==> src/rtl/thumb_uop_issuer.sv <==
// Thumb data-processing decoder/issuer: one ALU uop per instruction, two for BICS.
// Optional UOPSEQ_PERF_CNT_EN adds perf_uops / perf_illegal counters.
module thumb_uop_issuer #(
    parameter int unsigned IMM_W = 32
) (
    input  logic             clk,
    input  logic             rst,
    input  logic             in_valid,
    output logic             in_ready,
    input  logic [15:0]      in_instr,
    output logic             out_valid,
    input  logic             out_ready,
    output logic [4:0]       out_uop,
    output logic [3:0]       out_lhs_sel,
    output logic [3:0]       out_rhs_sel,
    output logic [IMM_W-1:0] out_imm,
    output logic [3:0]       out_dst,
    output logic             out_wb_en,
    output logic             out_flags_en,
    output logic             illegal
`ifdef UOPSEQ_PERF_CNT_EN
    ,
    output logic [31:0]      perf_uops,
    output logic [15:0]      perf_illegal
`endif
);

    localparam logic [4:0] UOP_ADD = 5'd1;
    localparam logic [4:0] UOP_SUB = 5'd2;
    localparam logic [4:0] UOP_AND = 5'd3;
    localparam logic [4:0] UOP_XOR = 5'd4;
    localparam logic [4:0] UOP_CMP = 5'd5;
    localparam logic [4:0] UOP_LSL = 5'd6;
    localparam logic [4:0] UOP_LSR = 5'd7;
    localparam logic [4:0] UOP_MOV = 5'd8;
    localparam logic [3:0] SEL_TMP = 4'd8;
    localparam logic [3:0] SEL_IMM = 4'd15;

    typedef enum logic [1:0] {IDLE, HOLD, HOLD1} state_t;

    state_t           state;
    logic [2:0]       bics_rdn;
    logic             accept;
    logic             dec_legal;
    logic             dec_bics;
    logic [4:0]       dec_uop;
    logic [3:0]       dec_lhs;
    logic [3:0]       dec_rhs;
    logic [3:0]       dec_dst;
    logic [IMM_W-1:0] dec_imm;
    logic             dec_wb;
    logic             dec_fl;

    assign in_ready = (state == IDLE) || (state == HOLD && out_ready);
    assign accept   = in_valid && in_ready;

    always_comb begin
        dec_legal = 1'b0;
        dec_bics  = 1'b0;
        dec_uop   = '0;
        dec_lhs   = '0;
        dec_rhs   = '0;
        dec_dst   = '0;
        dec_imm   = '0;
        dec_wb    = 1'b0;
        dec_fl    = 1'b0;
        if (in_instr[15:13] == 3'b001) begin
            dec_legal = 1'b1;
            dec_lhs   = {1'b0, in_instr[10:8]};
            dec_rhs   = SEL_IMM;
            dec_dst   = {1'b0, in_instr[10:8]};
            dec_imm   = IMM_W'(in_instr[7:0]);
            dec_wb    = 1'b1;
            dec_fl    = 1'b1;
            case (in_instr[12:11])
                2'b00:   dec_uop = UOP_MOV;
                2'b01: begin
                    dec_uop = UOP_CMP;
                    dec_wb  = 1'b0;
                end
                2'b10:   dec_uop = UOP_ADD;
                default: dec_uop = UOP_SUB;
            endcase
        end else if (in_instr[15:10] == 6'b010000) begin
            dec_legal = 1'b1;
            dec_lhs   = {1'b0, in_instr[2:0]};
            dec_rhs   = {1'b0, in_instr[5:3]};
            dec_dst   = {1'b0, in_instr[2:0]};
            dec_wb    = 1'b1;
            dec_fl    = 1'b1;
            case (in_instr[9:6])
                4'b0000: dec_uop = UOP_AND;
                4'b0001: dec_uop = UOP_XOR;
                4'b0010: dec_uop = UOP_LSL;
                4'b0011: dec_uop = UOP_LSR;
                4'b1010: begin
                    dec_uop = UOP_CMP;
                    dec_wb  = 1'b0;
                end
                4'b1111: begin
                    dec_uop = UOP_XOR;
                    dec_lhs = {1'b0, in_instr[5:3]};
                    dec_rhs = SEL_IMM;
                    dec_imm = '1;
                end
                // BICS first half: TMP = ~Rm, no flag update until the AND
                4'b1110: begin
                    dec_bics = 1'b1;
                    dec_uop  = UOP_XOR;
                    dec_lhs  = {1'b0, in_instr[5:3]};
                    dec_rhs  = SEL_IMM;
                    dec_imm  = '1;
                    dec_dst  = SEL_TMP;
                    dec_fl   = 1'b0;
                end
                default: dec_legal = 1'b0;
            endcase
        end
    end

    always_ff @(posedge clk) begin
        if (rst) begin
            state        <= IDLE;
            bics_rdn     <= '0;
            out_valid    <= 1'b0;
            out_uop      <= '0;
            out_lhs_sel  <= '0;
            out_rhs_sel  <= '0;
            out_imm      <= '0;
            out_dst      <= '0;
            out_wb_en    <= 1'b0;
            out_flags_en <= 1'b0;
            illegal      <= 1'b0;
        end else begin
            illegal <= accept && !dec_legal;
            case (state)
                IDLE, HOLD: begin
                    if (state == IDLE || out_ready) begin
                        if (accept && dec_legal) begin
                            state        <= dec_bics ? HOLD1 : HOLD;
                            bics_rdn     <= in_instr[2:0];
                            out_valid    <= 1'b1;
                            out_uop      <= dec_uop;
                            out_lhs_sel  <= dec_lhs;
                            out_rhs_sel  <= dec_rhs;
                            out_imm      <= dec_imm;
                            out_dst      <= dec_dst;
                            out_wb_en    <= dec_wb;
                            out_flags_en <= dec_fl;
                        end else begin
                            state     <= IDLE;
                            out_valid <= 1'b0;
                        end
                    end
                end
                HOLD1: begin
                    if (out_ready) begin
                        state        <= HOLD;
                        out_uop      <= UOP_AND;
                        out_lhs_sel  <= {1'b0, bics_rdn};
                        out_rhs_sel  <= SEL_TMP;
                        out_imm      <= '0;
                        out_dst      <= {1'b0, bics_rdn};
                        out_wb_en    <= 1'b1;
                        out_flags_en <= 1'b1;
                    end
                end
                default: begin
                    state     <= IDLE;
                    out_valid <= 1'b0;
                end
            endcase
        end
    end

`ifdef UOPSEQ_PERF_CNT_EN
    always_ff @(posedge clk) begin
        if (rst) begin
            perf_uops    <= '0;
            perf_illegal <= '0;
        end else begin
            if (out_valid && out_ready)
                perf_uops <= perf_uops + 32'd1;
            if (accept && !dec_legal)
                perf_illegal <= perf_illegal + 16'd1;
        end
    end
`endif

endmodule

==> config.mk <==
export PLATFORM = sky130hd
export DESIGN_NAME = thumb_uop_issuer
export DESIGN_NICKNAME = d
export VERILOG_FILES = /design/src/rtl/thumb_uop_issuer.sv
export SDC_FILE = /design/constraint.sdc
export NUM_CORES = 1
export LEC_CHECK = 0
export CORE_MARGIN = 1
export CORE_UTILIZATION = 71
export CTS_BUF_LIST = sky130_fd_sc_hd__clkbuf_4
export DETAILED_ROUTE_END_ITERATION = 10
export DONT_BUFFER_PORTS = 1
export PLACE_DENSITY = 0.95
export REMOVE_ABC_BUFFERS = 1
export SLEW_MARGIN = 40
export SYNTH_ARGS = -nofsm -noshare
export SYNTH_HDL_FRONTEND = slang
export SYNTH_SLANG_ARGS = --single-unit
==> constraint.sdc <==
create_clock -name clk -period 4.4 [get_ports clk]
set_input_delay 0.66 -clock clk [delete_from_list [all_inputs] [get_ports clk]]
set_output_delay 0.66 -clock clk [all_outputs]
set_load 0.03 [all_outputs]
==> impl_metrics.env <==
export IMPL_rr_startpoint="state[0]"
export IMPL_final_hold_violation_count=0
export IMPL_routed_via_density=6.97
export IMPL_rows=19
export IMPL_antenna_cells=0
export IMPL_critPathKind="register to primary output"
export IMPL_min_path_cells=1
export IMPL_syn_area_mm2=0.00217
export IMPL_root_buffer="clkbuf_4"
export IMPL_htree_levels=2
export IMPL_yosys_area_top_type="dfxtp_1"
export IMPL_antenna_found_initial=0
export IMPL_grt_max_degree=38
export IMPL_die_h_um=57.3
export IMPL_clk_pin_slew_ns=0.10
export IMPL_hpwl_um=3120
export IMPL_ys_types=48
export IMPL_crit_arrival_ns=1.88
export IMPL_die_w_um=57.3
export IMPL_slowest_delay_ns=0.94
export IMPL_slew_headroom_pct=42.4
export IMPL_slew_viol_final=0
export IMPL_ys_seq_area_share_pct=30.4
export IMPL_final_cells=245
export IMPL_clock_skew_final_ns=0.00305
export IMPL_cts_tree="done"
export IMPL_die_area_mm2=0.00328
export IMPL_clock_sinks=33
export IMPL_gp_congestion=0.839
export IMPL_synth_simple_area_share_pct=16.6
export IMPL_leakagePower_nw=0.658
export IMPL_synth_adder_area_share_pct=2.30
export IMPL_dpl_cell_count=236
export IMPL_start_util_pct=76.8
export IMPL_syn_area_per_cell_um2=8.69
export IMPL_fin_crit_ns=2.54
export IMPL_cts_setup_buffers=0
export IMPL_io_pins=74
export IMPL_grt_total_usage_pct=30.2
export IMPL_area_delta_synth_final_pct=-6.51
export IMPL_fmax_mhz=394
export IMPL_vias=1707
export IMPL_synth_async_reset_ratio_pct=0
export IMPL_max_slew_worst_pin_slew_ns=0.864
export IMPL_synth_compound_area_share_pct=31.5
export IMPL_ir_drop_mv=0.243
export IMPL_post_cts_resized=0
export IMPL_first_global_vias=1648
export IMPL_critPathRequiredTime_ns=3.74
export IMPL_coreArea_mm2=0.00283
export IMPL_synth_edf_count=0
export IMPL_synthFlopType="dfxtp_1"
export IMPL_reg2reg_to="out_rhs_sel[3]"
export IMPL_synth_seq_cells=33
export IMPL_drt_pre_antenna_iters=7
export IMPL_rsz0062_at_grt="no"
export IMPL_clk_path_buf_depth=2
export IMPL_nets=237
export IMPL_min_delay_path_class="primary input to register"
export IMPL_synth_xor_area_share_pct=0.403
export IMPL_critPathCaptureType="primary output"
export IMPL_setup_viol_count_final=0
export IMPL_drc=9
export IMPL_drtIter0Drc=152
export IMPL_worstPathCellList="buf_6 > buf_16"
export IMPL_routed_wl_um=4500
export IMPL_drive_above_1_share_pct=21.5
export IMPL_hold_end="out_imm[0]"
export IMPL_reg2reg_slack_ns=2.35
export IMPL_crit_slowest_cell="dfxtp_4"
export IMPL_cp_max_fo=14
export IMPL_whs_ns=0.365
export IMPL_status="finished with violations"
export IMPL_worst_r2r_path_depth=5
export IMPL_drv_cap=0
export IMPL_ant_nets=0
export IMPL_grt_overflow=0
export IMPL_hold_buffers=0
export IMPL_grt_pass1_wl_um=7580
export IMPL_synth_top_family_by_area="compound AO/OA/AOI/OAI gates"
export IMPL_ys_top_cells_by_area="dfxtp_1 (30%), buf_4 (9.7%), a211oi_2 (6.3%)"
export IMPL_period_share_pct=57.7
export IMPL_io_buffer_count=0
export IMPL_holdCritStartpoint="rst"
export IMPL_yosysMostFrequentCell="dfxtp_1"
export IMPL_cp_start_kind="register"
export IMPL_synth_commonest_cells="dfxtp_1 (33), buf_4 (28), a21oi_1 (26)"
export IMPL_clock_latency_ns=0.34
export IMPL_violations="design-rule violations"
export IMPL_cts_buffers=5
export IMPL_yosys_mux_area_fraction_pct=3.23
export IMPL_synth_warnings=0
export IMPL_yosysTopAreaCellShare_pct=30.4
export IMPL_synthCells=250
export IMPL_power_density_mw_per_mm2=306
export IMPL_wire_per_inst_um=18.4
[placed cells by master, fill, tap and decap left out, types with 2 or more instances in the layout]
master	netlist	final
nand2_1	10	10
inv_1	5	5
and3_1	2	2
a211oi_2	11	11
o21ai_4	1	2
o22a_1	2	2
ha_1	4	4
conb_1	1	2
o2111ai_1	6	6
nor2_1	10	10
mux2i_1	7	7
o21ai_0	19	19
nor2_2	2	2
dfxtp_1	33	32
a21oi_2	12	12
nor3_1	4	4
nand4_1	5	5
nand2b_1	12	12
clkbuf_4	0	6
a21oi_1	26	26
nor2b_1	4	4
o21ai_1	7	6
[logic make-up (layout without fill, tap and decap cells)]
group                    after synthesis  after routing
AND/OR/NAND/NOR                       58             58
adder cells (fa/ha/maj)                4              4
flip-flops                            33             33
other                                  1              2
buffers and inverters                 52             15
AO/OA/AOI/OAI                         94             94
multiplexers                           7              7
XOR/XNOR                               1              1
[area by class of cell]
type,count,area [µm²]
Tap cell,31,38.8
Sequential cell,33,664
Inverter,5,18.8
Fill cell,210,798
Timing Repair Buffer,2,38.8
Multi-Input combinational cell,166,1190
Clock buffer,6,45.0
Clock inverter,2,33.8
[registers in the layout, summed over array words and instances (netlist names)]
register and flops:
state 2, bics_rdn 3, out_wb_en 1, illegal 1, out_flags_en 1, out_lhs_sel 3
out_dst 4, out_uop 4, out_valid 1, out_imm 9, out_rhs_sel 4
[report_power, final]
part / switching (W) / leakage, nW / total, W / internal (W)
Sequential: 0.0000200 / 0.268 / 0.000326 / 0.000306
Combinational: 0.0000429 / 0.347 / 0.0000707 / 0.0000278
Clock: 0.000102 / 0.0433 / 0.000226 / 0.000124
[metrics by stage]
| stage | util, % | setup TNS, ns | cell area, µm² | worst slack [ns] | total power, W |
|---|---|---|---|---|---|
| 2_1_floorplan | - | -29.33 | 1860 | -1.18 | 0.000389 |
| 3_3_place_gp | 68.3 | 0 | 1930 | 2.14 | 0.000399 |
| 3_5_place_dp | 68.6 | 0 | 1940 | 2.09 | 0.000402 |
| 4_1_cts | 71.4 | 0 | 2020 | 1.94 | 0.000631 |
| 5_1_grt | 71.8 | 0 | 2030 | 1.79 | 0.000648 |
| 6_report | 71.8 | 0 | 2030 | 1.86 | 0.000622 |
[per-layer routing]
layer,vias up,global-route usage [%],share of wire (%)
met3,14,11.1,12
met4,0,14.3,2.8
met1,784,38.5,40
li1,792,-,-
met2,117,45.5,46
met5,-,0,0
[worst max-delay path: cells and delay by family (launching register included)]
family   cells  cell delay, ns
buf+inv      2            0.59
flops        1            0.94
[worst max-delay path by stage]
stage                       from             end  slack (ns)  cells past startpoint
detailed placement  in_instr[12]  out_rhs_sel[3]        2.09                      5
global placement    in_instr[12]  out_rhs_sel[3]        2.14                      5
CTS                  out_imm[30]     out_imm[15]        1.94                      1
floorplan            out_imm[30]     out_imm[10]       -1.18                      0
global route         out_imm[30]     out_imm[31]        1.79                      2
finish               out_imm[30]     out_imm[31]        1.86                      2
No activity file was read; power rests on OpenSTA's default activity.
